--- config.mk ---
export PLATFORM = sky130hd
export DESIGN_NAME = fetch_unit_l3_flat
export DESIGN_NICKNAME = d
export VERILOG_FILES = /design/src/rtl/fetch_unit_l3_if.sv /design/src/rtl/fetch_unit_l3.sv /design/src/flat_wrapper.sv
export SDC_FILE = /design/constraint.sdc
export NUM_CORES = 1
export LEC_CHECK = 0
export ABC_AREA = 0
export BUFFER_PORTS_ARGS = -buffer_cell sky130_fd_sc_hd__buf_2
export CORE_ASPECT_RATIO = 1.75
export CORE_UTILIZATION = 45
export CTS_BUF_LIST = sky130_fd_sc_hd__clkbuf_4 sky130_fd_sc_hd__clkbuf_8
export CTS_CLUSTER_DIAMETER = 40
export DETAILED_ROUTE_END_ITERATION = 10
export PLACE_DENSITY_LB_ADDON = 0.1
export SYNTH_ARGS = -nofsm -noshare
export SYNTH_HDL_FRONTEND = slang
export SYNTH_SLANG_ARGS = --single-unit
--- constraint.sdc ---
create_clock -name clk -period 6.5 [get_ports clk]
set_input_delay 0.325 -clock clk [delete_from_list [all_inputs] [get_ports clk]]
set_output_delay 0.325 -clock clk [all_outputs]
set_load 0.05 [all_outputs]
--- src/rtl/fetch_unit_l3_if.sv ---
// ============================================================================
// Module   : fetch_unit_l3_if
// Brief    : Bundle of the fetch unit's memory request/response channels, the
//            decode-side instruction channel and the squash notification.
//            master = fetch unit side, slave = environment side.
// Revision : 1.0 - initial release
// ============================================================================
`timescale 1ns/1ps
`default_nettype none

interface fetch_unit_l3_if #(
  parameter int p_seq_num_bits = 5
);
  // instruction memory request channel
  logic                      mem_req_val;
  logic                      mem_req_rdy;
  logic [31:0]               mem_req_addr;
  // instruction memory response channel (in-order)
  logic                      mem_resp_val;
  logic                      mem_resp_rdy;
  logic [31:0]               mem_resp_data;
  // decode channel
  logic                      d_val;
  logic                      d_rdy;
  logic [31:0]               d_inst;
  logic [31:0]               d_pc;
  logic [p_seq_num_bits-1:0] d_seq_num;
  // squash notification
  logic                      squash_val;
  logic [31:0]               squash_target;
  logic [p_seq_num_bits-1:0] squash_seq_num;

  modport master (
    output mem_req_val, mem_req_addr,
    input  mem_req_rdy,
    input  mem_resp_val, mem_resp_data,
    output mem_resp_rdy,
    output d_val, d_inst, d_pc, d_seq_num,
    input  d_rdy,
    input  squash_val, squash_target, squash_seq_num
  );

  modport slave (
    input  mem_req_val, mem_req_addr,
    output mem_req_rdy,
    output mem_resp_val, mem_resp_data,
    input  mem_resp_rdy,
    input  d_val, d_inst, d_pc, d_seq_num,
    output d_rdy,
    output squash_val, squash_target, squash_seq_num
  );
endinterface

`default_nettype wire

--- src/rtl/fetch_unit_l3.sv ---
// ============================================================================
// Module   : fetch_unit_l3
// Brief    : Instruction fetch unit. Issues sequential fetches, tracks the PC of
//            every outstanding request, buffers responses for decode, numbers
//            instructions and drops responses to requests killed by a squash.
// Revision : 1.0 - initial release
// ============================================================================
`timescale 1ns/1ps
`default_nettype none

module fetch_unit_l3 #(
  parameter int          p_seq_num_bits  = 5,
  parameter logic [31:0] p_rst_addr      = 32'h200,
  parameter int          p_max_in_flight = 2
) (
  input  logic            clk,
  input  logic            rst,
  fetch_unit_l3_if.master bus
);

  localparam int c_ptr_w = $clog2(p_max_in_flight);
  localparam int c_cnt_w = $clog2(p_max_in_flight + 1);

  // fetch PC, sequence counter, occupancy and drop accounting
  logic [31:0]               r_fetch_pc;
  logic [p_seq_num_bits-1:0] r_seq;
  logic [c_cnt_w-1:0]        r_occ;
  logic [c_cnt_w-1:0]        r_drop;

  // PC FIFO: address of every request still awaiting its response
  logic [31:0]               r_pcf_mem [p_max_in_flight];
  logic [c_ptr_w-1:0]        r_pcf_wr;
  logic [c_ptr_w-1:0]        r_pcf_rd;
  logic [c_cnt_w-1:0]        r_pcf_cnt;

  // response buffer: {inst, pc} entries waiting for decode
  logic [31:0]               r_rb_inst [p_max_in_flight];
  logic [31:0]               r_rb_pc   [p_max_in_flight];
  logic [c_ptr_w-1:0]        r_rb_wr;
  logic [c_ptr_w-1:0]        r_rb_rd;
  logic [c_cnt_w-1:0]        r_rb_cnt;

  logic                      w_req_fire;
  logic                      w_resp_fire;
  logic                      w_d_fire;
  logic                      w_drop_resp;
  logic                      w_rb_push;
  logic [c_cnt_w-1:0]        w_drop_on_squash;

  // handshakes; the buffer always has room because occupancy gates requests
  assign bus.mem_req_val  = !rst && !bus.squash_val && (r_occ < c_cnt_w'(p_max_in_flight));
  assign bus.mem_req_addr = r_fetch_pc;
  assign bus.mem_resp_rdy = 1'b1;
  assign bus.d_val        = (r_rb_cnt != '0) && !bus.squash_val;
  assign bus.d_inst       = r_rb_inst[r_rb_rd];
  assign bus.d_pc         = r_rb_pc[r_rb_rd];
  assign bus.d_seq_num    = r_seq;

  assign w_req_fire  = bus.mem_req_val && bus.mem_req_rdy;
  assign w_resp_fire = bus.mem_resp_val && bus.mem_resp_rdy;
  assign w_d_fire    = bus.d_val && bus.d_rdy;
  assign w_drop_resp = w_resp_fire && (r_drop != '0);
  assign w_rb_push   = w_resp_fire && !w_drop_resp && !bus.squash_val;

  // a response firing in the squash cycle is itself discarded, so it is not
  // counted among the responses still to be dropped
  assign w_drop_on_squash = r_pcf_cnt - c_cnt_w'(w_resp_fire);

  // fetch PC: redirect on squash, otherwise step past each issued request
  always_ff @(posedge clk) begin
    if (rst)                 r_fetch_pc <= p_rst_addr;
    else if (bus.squash_val) r_fetch_pc <= bus.squash_target;
    else if (w_req_fire)     r_fetch_pc <= r_fetch_pc + 32'd4;
  end

  // sequence counter: restarts after the squashing instruction, counts transfers
  always_ff @(posedge clk) begin
    if (rst)                 r_seq <= '0;
    else if (bus.squash_val) r_seq <= bus.squash_seq_num + p_seq_num_bits'(1);
    else if (w_d_fire)       r_seq <= r_seq + p_seq_num_bits'(1);
  end

  // occupancy and drop counter; a kept response only moves an entry from
  // outstanding to buffered, so it leaves occupancy unchanged
  always_ff @(posedge clk) begin
    if (rst) begin
      r_occ  <= '0;
      r_drop <= '0;
    end else if (bus.squash_val) begin
      r_occ  <= w_drop_on_squash;
      r_drop <= w_drop_on_squash;
    end else begin
      r_occ <= r_occ + c_cnt_w'(w_req_fire) - c_cnt_w'(w_d_fire) - c_cnt_w'(w_drop_resp);
      if (w_drop_resp) r_drop <= r_drop - c_cnt_w'(1);
    end
  end

  // PC FIFO: push on request, pop on every response (kept or dropped)
  always_ff @(posedge clk) begin
    if (rst) begin
      r_pcf_wr  <= '0;
      r_pcf_rd  <= '0;
      r_pcf_cnt <= '0;
    end else begin
      if (w_req_fire) begin
        r_pcf_mem[r_pcf_wr] <= r_fetch_pc;
        r_pcf_wr            <= r_pcf_wr + c_ptr_w'(1);
      end
      if (w_resp_fire) r_pcf_rd <= r_pcf_rd + c_ptr_w'(1);
      r_pcf_cnt <= r_pcf_cnt + c_cnt_w'(w_req_fire) - c_cnt_w'(w_resp_fire);
    end
  end

  // response buffer: flushed on squash, filled by kept responses, drained by decode
  always_ff @(posedge clk) begin
    if (rst || bus.squash_val) begin
      r_rb_wr  <= '0;
      r_rb_rd  <= '0;
      r_rb_cnt <= '0;
    end else begin
      if (w_rb_push) begin
        r_rb_inst[r_rb_wr] <= bus.mem_resp_data;
        r_rb_pc[r_rb_wr]   <= r_pcf_mem[r_pcf_rd];
        r_rb_wr            <= r_rb_wr + c_ptr_w'(1);
      end
      if (w_d_fire) r_rb_rd <= r_rb_rd + c_ptr_w'(1);
      r_rb_cnt <= r_rb_cnt + c_cnt_w'(w_rb_push) - c_cnt_w'(w_d_fire);
    end
  end

  // a response with nothing outstanding means the memory broke the protocol
  a_resp_without_request : assert property (
    @(posedge clk) disable iff (rst) w_resp_fire |-> (r_pcf_cnt != '0)
  );

endmodule

`default_nettype wire

--- src/flat_wrapper.sv ---
// flat-port wrapper written by rule: the top's interface ports become plain ports
module fetch_unit_l3_flat 
#(
  parameter int          p_seq_num_bits  = 5,
  parameter logic [31:0] p_rst_addr      = 32'h200,
  parameter int          p_max_in_flight = 2
)
  (clk, rst, bus_mem_req_val, bus_mem_req_addr, bus_mem_req_rdy, bus_mem_resp_val, bus_mem_resp_data, bus_mem_resp_rdy, bus_d_val, bus_d_inst, bus_d_pc, bus_d_seq_num, bus_d_rdy, bus_squash_val, bus_squash_target, bus_squash_seq_num);
  fetch_unit_l3_if #(.p_seq_num_bits(p_seq_num_bits)) bus_i ();
  input  logic clk;
  input  logic rst;
  output wire logic [$bits(bus_i.mem_req_val)-1:0] bus_mem_req_val;
  output wire logic [$bits(bus_i.mem_req_addr)-1:0] bus_mem_req_addr;
  input wire logic [$bits(bus_i.mem_req_rdy)-1:0] bus_mem_req_rdy;
  input wire logic [$bits(bus_i.mem_resp_val)-1:0] bus_mem_resp_val;
  input wire logic [$bits(bus_i.mem_resp_data)-1:0] bus_mem_resp_data;
  output wire logic [$bits(bus_i.mem_resp_rdy)-1:0] bus_mem_resp_rdy;
  output wire logic [$bits(bus_i.d_val)-1:0] bus_d_val;
  output wire logic [$bits(bus_i.d_inst)-1:0] bus_d_inst;
  output wire logic [$bits(bus_i.d_pc)-1:0] bus_d_pc;
  output wire logic [$bits(bus_i.d_seq_num)-1:0] bus_d_seq_num;
  input wire logic [$bits(bus_i.d_rdy)-1:0] bus_d_rdy;
  input wire logic [$bits(bus_i.squash_val)-1:0] bus_squash_val;
  input wire logic [$bits(bus_i.squash_target)-1:0] bus_squash_target;
  input wire logic [$bits(bus_i.squash_seq_num)-1:0] bus_squash_seq_num;
  assign bus_mem_req_val = bus_i.mem_req_val;
  assign bus_mem_req_addr = bus_i.mem_req_addr;
  assign bus_i.mem_req_rdy = bus_mem_req_rdy;
  assign bus_i.mem_resp_val = bus_mem_resp_val;
  assign bus_i.mem_resp_data = bus_mem_resp_data;
  assign bus_mem_resp_rdy = bus_i.mem_resp_rdy;
  assign bus_d_val = bus_i.d_val;
  assign bus_d_inst = bus_i.d_inst;
  assign bus_d_pc = bus_i.d_pc;
  assign bus_d_seq_num = bus_i.d_seq_num;
  assign bus_i.d_rdy = bus_d_rdy;
  assign bus_i.squash_val = bus_squash_val;
  assign bus_i.squash_target = bus_squash_target;
  assign bus_i.squash_seq_num = bus_squash_seq_num;
  fetch_unit_l3 #(.p_seq_num_bits(p_seq_num_bits), .p_rst_addr(p_rst_addr), .p_max_in_flight(p_max_in_flight)) u_core (.clk(clk), .rst(rst), .bus(bus_i));
endmodule
# == Word-level counts from Yosys, hierarchy flattened ==
# Memory sizes are Yosys's and may differ from the RTL's. A register that Yosys moved wholly into a read port is not among the register bits.
# Index checks and enable logic that the tools add are counted.
# op_classes
n_addsub,16
order_cmp,1
mux,19
n_reduce_logical,17
# ops
cell,n
$mux 32,2
$add 32x3->32 const B,1
$mux 1,12
$add 5x1->5 const B,2
$mux 5,2
$reduce_bool 2->1,5
$sub 2x1->2,5
$logic_and 1x1->1,8
$add 2x1->2,3
$mux 2,3
$add 1x1->1 const B,4
$logic_not 1->1,3
$lt 2x2->1 const B,1
$sub 2x1->2 const B,1
$logic_or 1x1->1,1
# totals
reg_bits,49
ram_bits,192
input_bits,75
out_inout_bits,104
wordCells,66
memories,3
# mem_list
name,words,word_bits,rd,rd_ports_with_merged_regs,write_ports,line,rtl
u_core.r_pcf_mem,2,32,1,1,1,fetch_unit_l3.sv:31,logic [31:0] r_pcf_mem [p_max_in_flight];
u_core.r_rb_inst,2,32,1,1,1,fetch_unit_l3.sv:37,logic [31:0] r_rb_inst [p_max_in_flight];
u_core.r_rb_pc,2,32,1,1,1,fetch_unit_l3.sv:38,logic [31:0] r_rb_pc [p_max_in_flight];

# == Logic depth before layout (Yosys ltp) ==
# Gate-level depths: netlist of the first run.
# depth
ltp_word,8
ltp_mapped,11
ltp_nobuf,9

# == Worst setup path after synthesis of the first run ==
# Ideal clock, no wire load.
# synth_path
path_kind,input to register
startpoint,input port bus_squash_val
endpoint,"memory u_core.r_rb_inst[0][0], enable pin"
setup_ps,565
arrival_time_ps,5914
t_required_ps,5935
setup_slack_ps,21
cell_stages,7
n_path_buf,4
cell_sequence,clkbuf_1 -> clkbuf_1 -> inv_1 -> clkbuf_1 -> clkbuf_1 -> nand2_1 -> nor3_1
# synth_between
elab_chain_len,5
word_cells_on_any_way,6
cone_classes,3 x mux; 3 x reduce/logical
# synth_lines
element,line,rtl
start: declaration,flat_wrapper.sv:23,input wire logic [$bits(bus_i.squash_val)-1:0] bus_squash_val;
$logic_not 1->1,fetch_unit_l3.sv:63,assign w_rb_push = w_resp_fire && !w_drop_resp && !bus.squash_val;
$logic_and 1x1->1,fetch_unit_l3.sv:63,
$mux 1,fetch_unit_l3.sv:121,if (w_rb_push) begin
$mux 1 (*),fetch_unit_l3.sv:116,if (rst || bus.squash_val) begin
$mux 1 (implied by the code) (*),fetch_unit_l3.sv:122,r_rb_inst[r_rb_wr] <= bus.mem_resp_data;
end: declaration,fetch_unit_l3.sv:37,
# Mark *: on every way between the ends. The rest lies on a longest branch, timed or not.

# == Worst setup path after layout of the first run ==
# layout_path
startpoint,register u_core.r_occ[1]
endpoint,register u_core.r_occ[1]
# layout_between
elab_chain_len,7
# layout_lines
element,line,rtl
start: declaration,fetch_unit_l3.sv:27,logic [c_cnt_w-1:0] r_occ;
start signal: assignment,fetch_unit_l3.sv:90,r_occ <= w_drop_on_squash;
start signal: assignment,fetch_unit_l3.sv:93,r_occ <= r_occ + c_cnt_w'(w_req_fire) - c_cnt_w'(w_d_fire) - c_cnt_w'(w_drop_resp);
$lt 2x2->1,fetch_unit_l3.sv:51,assign bus.mem_req_val = !rst && !bus.squash_val && (r_occ < c_cnt_w'(p_max_in_flight));
$logic_and 1x1->1,fetch_unit_l3.sv:51,
$logic_and 1x1->1,fetch_unit_l3.sv:59,assign w_req_fire = bus.mem_req_val && bus.mem_req_rdy;
$add 2x1->2 (*),fetch_unit_l3.sv:93,
$sub 2x1->2 (*) (2 in series),fetch_unit_l3.sv:93,
$mux 2 (*),fetch_unit_l3.sv:89,end else if (bus.squash_val) begin
# Marks and branches as above.
# A chain may end at the register's enable or synchronous reset.

==> metrics.txt, run 1 <==
Max-Cap Viols 0; max-slew violations 0; Syn Area/Cell 14.9 um2; fin crit share 43.6%; hpwl dp 13.4 mm; total grt overflow 0; Synth Cell Area 0.00981 mm2; Vias 6,137; Reg2Reg Launch Point u_core.r_occ[1]; CTS H-tree depth 2; Crit Path Max Fanout 12; DRC viols 0; I/O pins 179; RePlAce Congestion 0.798; Hold WS 0.0587 ns; clock sinks 243; initial core utilization 45.8%; final hold violation count 0; WHS Endpoint u_core.bus.mem_req_addr[20]; height of the die 197 um; Worst Hold Class in2reg; largest net degree at the start of global routing 65; Data required, critical path 6.86 ns; clk slew on worst S/H paths 0.06 ns; RSZ-0062 raised after global routing false; postcts setup bufs 0; final wirelength 21.0 mm; Num CTS Buffers 36; area delta synth->final 22.3%; measured slew at the worst slew-check pin 0.986 ns; initial antenna violation count 0; number of global-route vias before repair 6,426; Main synth FF type edfxtp_1; Post-synth EDFFs 192; final antenna-violating net count 0; CTS tree built; Pre-Repair DR Iteration Count 5; WS Path Type reg2reg; Setup TNS 0 ns; Seq cells post-synth 243; Crit. End Element register; setup violators final 0; first-pass GRT wire length 32.8 mm; Clock Latency Late Sink 0.51 ns; Final min period 2.83 ns; layout cells sized above 1 39.3%; outcome finished, final reports clean; Longest Clk Path Bufs 3; gr usage total 19.0%; syn_nets 742; mean routed wirelength per cell 17.7 um; Rows 71; leakage power 4.37 nW; worst reg2reg path depth 8; Horiz. Die Dim 114 um; Mapped Cells 658; CP Launch Type register; CTS root buffer clkbuf_8; Yosys cell types 53; hold path cells 3; Worst Skew 0.0242 ns; DRT iter0 DRCs 311; Fillers 1,807; die area 0.0224 mm2; Synth warnings 0; relative slew slack 34.1%; CP arrival 3.19 ns; fin nets 957; ANT cells 0; fmax 353 MHz; peak supply drop 145 uV; power density cells 281 mW/mm2; Worst R2R End u_core.r_occ[1]; min-delay src bus_squash_target[20]; post-synthesis sequential area ratio 69.2%; post-DR vias/cell 5.17; reg-to-reg slack, setup 3.67 ns; core area 0.0214 mm2; async set or reset register ratio after synthesis 0%; Port Buf Inserts 177
-- where the power goes --
part | internal, mW | total (mW) | switching, mW
Combinational | 0.121 | 0.350 | 0.229
Sequential | 1.74 | 1.79 | 0.0531
Clock | 0.691 | 1.23 | 0.541
Total | 2.55 | 3.37 | 0.823
-- per-layer routing --
layer  GRT usage [%]  share of wire (%)
met4            8.67                2.3
met2            35.0                 53
met5               0                  0
met3            3.38                5.6
met1            20.9                 39
-- what timing repair did --
item / in CTS / in global routing
gates resized for setup: 0 / 0
hold endpoints to repair: 64 / 0
hold buffers: 32 / 0
-- registers in the layout, summed over array words and instances (netlist names), 2 cells and up, named ones only --
register                 flops
u_core.r_pcf_mem            64
u_core.bus.mem_req_addr     32
u_core.r_pcf_cnt             2
u_core.r_rb_pc              64
u_core.r_drop                2
u_core.r_occ                 2
u_core.r_rb_inst            64
u_core.r_rb_cnt              2
u_core.bus.d_seq_num         5
-- Yosys cell counts (all sizes together), types with 4 or more instances --
library cell | instances | area [um2]
or4 | 8 | 60.1
a211oi | 11 | 82.6
nand2 | 28 | 105
a31oi | 6 | 37.5
edfxtp | 192 | 5770
nand3 | 14 | 75.1
nor4 | 6 | 37.5
xor2 | 8 | 70.1
mux2 | 98 | 1100
inv | 17 | 63.8
clkbuf | 26 | 97.6
ha | 8 | 100
or3 | 11 | 68.8
and2 | 9 | 56.3
dfxtp | 51 | 1020
nand4 | 13 | 103
a311oi | 10 | 87.6
a21oi | 8 | 40.0
mux2i | 6 | 60.1
xnor2 | 18 | 158
o21ai | 10 | 50.1
o221ai | 4 | 35.0
buf | 9 | 41.3
nor2 | 43 | 161
nor3 | 11 | 55.1
-- cell families after synthesis --
logic type,count (synthesis),share of synthesized area (%)
AOI/OAI and AO/OA,64,4.68
xor gates and xnor gates,26,2.32
adders and majority gates,9,1.22
buffers and inverters,52,2.07
DFF,243,69.2
muxes,104,11.9
other,1,0.0382
and+or+nand+nor,159,8.62
-- worst max path at each step --
| stage | from | endpoint | slack, ns | cells past startpoint |
|---|---|---|---|---|
| after floorplan | bus_squash_val | u_core.r_rb_inst[0][0] | 0.02 | 7 |
| after global placement | rst | u_core.r_occ[1] | 3.24 | 9 |
| after detailed placement | rst | u_core.r_occ[1] | 3.16 | 9 |
| after CTS | u_core.r_occ[1] | u_core.r_occ[1] | 3.64 | 8 |
| after global routing | u_core.r_occ[1] | u_core.r_occ[1] | 3.48 | 8 |
| final | u_core.r_occ[1] | u_core.r_occ[1] | 3.67 | 8 |
-- critical path: stages (launching register included) --
cell,delay [ns]
dfxtp_1,0.36
or4b_1,0.71
inv_1,0.42
fa_1,0.49
ha_1,0.20
xor2_1,0.15
xnor2_1,0.13
a21boi_0,0.17
nor2_1,0.05
-- cell usage in the layout (no fill, tap or decap), drive strengths merged, types with 9 or more instances in the layout --
cell type      n
nand2         28
edfxtp       192
nand4         13
o21ai         10
buf          180
nor2          43
mux2          98
xnor2         18
clkbuf        56
a211oi        11
dfxtp         51
inv           17
or3           11
nor3          11
nand3         14
a311oi        10
dlygate4sd3   32
and2           9
-- final cells by class --
| type | count | area, um2 | share of cell area, % |
|---|---|---|---|
| clock buffer | 56 | 671 | 5.59 |
| clock inverter | 3 | 40.0 | 0.334 |
| inverter | 17 | 63.8 | 0.532 |
| multi-input combinational | 363 | 2840 | 23.7 |
| sequential | 243 | 6790 | 56.6 |
| tap | 292 | 365 | 3.04 |
| timing repair buffer | 212 | 1230 | 10.2 |
-- through the flow --
stage | power (mW) | instance area, um2 | util [%] | worst slack [ns] | cells
global route | 3.50 | 12000 | 56.0 | 3.48 | 1186
global placement | 2.15 | 11000 | 51.2 | 3.24 | 1095
finish | 3.37 | 12000 | 56.0 | 3.67 | 1186
CTS | 3.42 | 12000 | 56.0 | 3.64 | 1186
detailed placement | 2.16 | 11000 | 51.2 | 3.16 | 1095
floorplan | 2.06 | 9810 | - | 0.0213 | 658
Note: power is estimated with default switching activity, not from simulation.
==> run 2: changes to the inputs <==
clock period = 2.39 ns   (was 6.5 ns; I/O delays follow)
==> run 2 against run 1 <==
Effect of this change: non-clock buffer count rose by 61; register-to-register slack got worse by 3.4 ns; final cell count rose by 5.1%; clock skew fell by 0.0017 ns; clock power rose to 2.6 times the previous value; combinational power rose to 3.1 times the previous value; sequential cell count did not move; routed wire length rose by 2.6%; die area did not move; first-iteration DRC count rose by 34%.
==> metrics.txt, run 2 (synthesis results as in run 1) <==
outcome finished, final reports clean; DRT iter0 DRCs 417; area delta synth->final 28.5%; number of global-route vias before repair 6,777; CTS tree built; peak supply drop 446 uV; Fillers 1,741; Num CTS Buffers 35; Crit. End Element register; RSZ-0062 raised after global routing false; WS Path Type in2reg; Worst Hold Class in2reg; Max-Cap Viols 0; relative slew slack 65.0%; total grt overflow 0; max incr delay on CP 0.53 ns; first-pass GRT wire length 33.8 mm; final hold violation count 0; Setup TNS 0 ns; height of the die 197 um; Final min period 2.20 ns; post-DR vias/cell 5.14; placed instance count 1,124; Gate power share 12.1%; Horiz. Die Dim 114 um; Setup WS pre-CTS 0.139 ns; I/O pins 179; setup violators final 0; leakage power 4.66 nW; Setup crit end u_core.r_occ[1]; Longest Clk Path Bufs 3; Pre-Repair DR Iteration Count 5; crit path from bus_squash_val; fin nets 1,017; Crit Path Max Fanout 4; clock sinks 243; max-slew violations 0; hold path cells 4; ANT cells 0; DRC viols 0; initial core utilization 45.8%; clk slew on worst S/H paths 0.06 ns; final wirelength 21.5 mm; reg-to-reg slack, setup 0.22 ns; final core occ 58.9%; worst reg2reg path depth 8; Vias 6,413; RePlAce Congestion 0.827; Register Area 0.00679 mm2; Layout Cells excl Fill 1,247; initial antenna violation count 0; Final Total Pwr 9.12 mW; Data required, critical path 2.76 ns; critical path depth 10; power density cells 723 mW/mm2; core area 0.0214 mm2; gr usage total 19.5%; CTS H-tree depth 2; final worst slack 0.191 ns; Crit path max-delay family buffers and inverters; Slowest-stage cell, CP dlygate4sd3_1; measured slew at the worst slew-check pin 0.520 ns; Psw 2.23 mW; Reg2Reg Launch Point u_core.r_occ[1]; critical-path cell list dlygate4sd3_1, buf_2, or4b_1, inv_1, fa_1, ha_1, xor2_1, xnor2_1, a21boi_0, nor2_1; leading registers by flop count u_core.r_pcf_mem x64, u_core.r_rb_inst x64, u_core.r_rb_pc x64; Rows 71; Worst Skew 0.0225 ns; Clk network pwr share 35.1%; mean routed wirelength per cell 17.3 um; Worst R2R End u_core.r_occ[1]; sequential fraction of design power 52.8%; die area 0.0224 mm2; switching share of power 24.5%; most frequent cells in the layout edfxtp_1 (192), buf_2 (177), mux2_2 (98); P_int 6.88 mW; largest net degree at the start of global routing 65; CTS root buffer clkbuf_8; final antenna-violating net count 0; Clock Latency Late Sink 0.52 ns; layout cells sized above 1 40.1%; fin crit share 92.0%; CP Launch Type primary input; fmax 455 MHz; most common cell after layout, fill and taps aside edfxtp_1; CP arrival 2.57 ns; hpwl dp 14.0 mm; Worst Path Buf+Inv 3; area of the multi-input gates 0.00287 mm2; Port Buf Inserts 177
run 2: cell types whose count changed in the layout (fill, tap and decap cells not counted), moves of 2 or more:
cell / delta
dlygate4sd3_1: +32
buf_4: +24
buf_12: +5
nor3_4: +2
nor3_2: -2
run 2: worst min-delay path by stage:
stage / end / startpoint
2_1_floorplan: u_core.r_rb_inst[0][0] / bus_mem_resp_data[0]
3_5_place_dp: u_core.r_rb_inst[0][8] / bus_mem_resp_data[8]
6_report: u_core.bus.mem_req_addr[30] / bus_squash_target[30]
4_1_cts: u_core.bus.mem_req_addr[30] / bus_squash_target[30]
5_1_grt: u_core.bus.mem_req_addr[30] / bus_squash_target[30]
3_3_place_gp: u_core.r_rb_inst[0][0] / bus_mem_resp_data[0]
run 2: layout make-up:
cell class	instances	share of cell area, %
Clock buffer	55	5.26
Clock inverter	4	0.149
Inverter	17	0.506
Multi-Input combinational cell	363	22.8
Sequential cell	243	53.9
Tap cell	292	2.90
Timing Repair Buffer	273	14.5
run 2: layer usage:
metal,global-route usage [%],share of wire (%),vias to the layer above
met5,0,0,-
met2,37.3,54,233
met1,20.1,37,3077
met3,3.77,6.2,50
met4,8.72,2.8,0
li1,-,-,3053
run 2: stage by stage:
| step | hold slack (ns) | area (um2) |
|---|---|---|
| 2_1_floorplan | 0.218 | 9910 |
| 3_3_place_gp | 0.307 | 11300 |
| 3_5_place_dp | 0.311 | 11300 |
| 4_1_cts | 0.0000737 | 12600 |
| 5_1_grt | 0.0357 | 12600 |
| 6_report | 0.0292 | 12600 |
run 2: what timing repair did:
item,in CTS,in global routing
setup buffers,0,0
resized for setup,0,1
hold buffers,64,0
setup endpoints to repair,0,1
endpoints found under the hold margin,97,0
run 2: power by group through the flow:
stage	Sequential (mW)	Clock (mW)	Combinational, mW
floorplan	5.05	0	0.552
global placement	4.90	0	1.00
detailed placement	4.91	0	1.02
global route	4.83	3.46	1.18
finish	4.82	3.20	1.10
CTS	4.82	3.32	1.11
run 2: worst register-to-register path, cell delays in order, from the launching register on:
cell,delay (ns)
dfxtp_1,0.31
or4b_1,0.48
inv_1,0.11
fa_1,0.43
ha_1,0.20
xor2_1,0.15
xnor2_1,0.12
a21boi_0,0.18
nor2_1,0.05
==> run 3: changes to the inputs <==
CTS_BUF_LIST = unset   (was sky130_fd_sc_hd__clkbuf_4 sky130_fd_sc_hd__clkbuf_8)
==> run 3 against run 2 <==
Effect of this change: global-route usage shrank 0.38 points; first-iteration DRC count grew 16%; die area is the same; maximum frequency shrank 2.6%.
==> metrics.txt, run 3 (synthesis results as in run 1) <==
number of global-route vias before repair 6,649; largest net degree at the start of global routing 65; area delta synth->final 29.0%; post-DR vias/cell 5.19; RSZ-0062 raised after global routing false; max incr delay on CP 0.50 ns; max-slew violations 0; final wirelength 21.3 mm; Crit Path Max Fanout 2; fmax 443 MHz; CTS H-tree depth 1; placed instance count 1,124; DRC viols 0; fin crit share 94.4%; Data required, critical path 2.76 ns; clk slew on worst S/H paths 0.06 ns; I/O pins 179; Horiz. Die Dim 114 um; total grt overflow 0; critical-path cell list or4b_1, inv_1, fa_1, ha_1, xor2_1, xnor2_1, a21boi_0, nor2_1; measured slew at the worst slew-check pin 0.512 ns; Pre-Repair DR Iteration Count 5; leakage power 4.65 nW; Crit. End Element register; CP arrival 2.62 ns; Rows 71; most common cell after layout, fill and taps aside edfxtp_1; Worst Path Buf+Inv 1; CTS tree built; hold path cells 3; Final min period 2.26 ns; gr usage total 19.1%; CP Launch Type register; most frequent cells in the layout edfxtp_1 (192), buf_2 (177), mux2_2 (98); RePlAce Congestion 0.827; DRT iter0 DRCs 485; Num CTS Buffers 23; Slowest-stage cell, CP or4b_1; Max-Cap Viols 0; ANT cells 0; leading registers by flop count u_core.r_pcf_mem x64, u_core.r_rb_inst x64, u_core.r_rb_pc x64; Crit path max-delay family adder cells; initial antenna violation count 0; outcome finished, final reports clean; final core occ 59.1%; WS Path Type reg2reg; Worst Skew 0.00814 ns; fin nets 1,001; core area 0.0214 mm2; worst reg2reg path depth 8; Worst Hold Class in2reg; die area 0.0224 mm2; initial core utilization 45.8%; hpwl dp 14.0 mm; Layout Cells excl Fill 1,225; Clock Latency Late Sink 0.50 ns; Vias 6,355; critical path depth 8; peak supply drop 659 uV; Port Buf Inserts 177; height of the die 197 um; Longest Clk Path Bufs 3; mean routed wirelength per cell 17.4 um; relative slew slack 65.9%; clock sinks 243; first-pass GRT wire length 33.5 mm; final antenna-violating net count 0; CTS root buffer clkbuf_16; setup violators final 0; final hold violation count 0; power density cells 761 mW/mm2; layout cells sized above 1 38.3%; reg-to-reg slack, setup 0.13 ns
-- run 3: cell count changes in the layout (fill, tap and decap cells not counted), moves of 4 or more --
cell / change
bufinv_16: +4
clkbuf_1: +5
clkbuf_16: +23
clkbuf_4: -15
clkbuf_8: -40
dlygate4sd3_1: -4
-- run 3: metal layers --
layer,wire (um),vias up,track usage (%),part of all wire [%]
li1,-,3018,-,-
met1,7960,3057,20.8,37
met2,11300,234,36.2,53
met3,1350,46,3.38,6.3
met4,636,0,7.16,3.0
met5,0,-,0,0
-- run 3: timing repair --
| action | CTS | global route |
|---|---|---|
| hold buffers | 60 | 0 |
| setup buffers | 0 | 0 |
| setup endpoints to repair | 0 | 1 |
| resized for setup | 0 | 1 |
| endpoints found under the hold margin | 93 | 0 |
-- run 3: cell type report --
| cell class | instances | area, um2 |
|---|---|---|
| flip-flops and latches | 243 | 6790 |
| multi-input cells | 363 | 2870 |
| repair buffers | 269 | 1790 |
| fillers | 1718 | 8760 |
| clock buffers | 28 | 594 |
| clock inverters | 13 | 175 |
| well taps | 292 | 365 |
| inverters | 17 | 63.8 |
-- run 3: power breakdown --
group	internal (mW)	total [mW]	switching (mW)
clock	2.21	3.71	1.49
combinational	0.402	1.10	0.696
sequential	4.73	4.82	0.0915
total	7.34	9.62	2.28
-- run 3: worst paths after layout --
check / from / endpoint
hold / removal: bus_squash_val / u_core.r_drop[0]
setup / recovery: u_core.r_occ[1] / u_core.r_occ[1]
setup reg to reg: u_core.r_occ[1] / u_core.r_occ[1]
hold reg to reg: u_core.bus.mem_req_addr[1] / u_core.r_pcf_mem[1][1]
-- run 3: through the flow --
step / hold WS, ns / cell area [um2] / setup TNS [ns] / power (mW) / setup WS, ns
floorplan: 0.218 / 9910 / -54.21 / 5.61 / -0.424
global placement: 0.307 / 11300 / 0 / 5.90 / 0.236
detailed placement: 0.311 / 11300 / 0 / 5.93 / 0.139
CTS: 0.00269 / 12600 / 0 / 9.73 / 0.124
global route: 0.0345 / 12700 / 0 / 9.97 / 0.00426
finish: 0.0191 / 12700 / 0 / 9.62 / 0.133
-- run 3: tightest hold or removal path: stages --
cell      delay, ns
buf_2          0.10
buf_4          0.16
a211oi_1       0.07
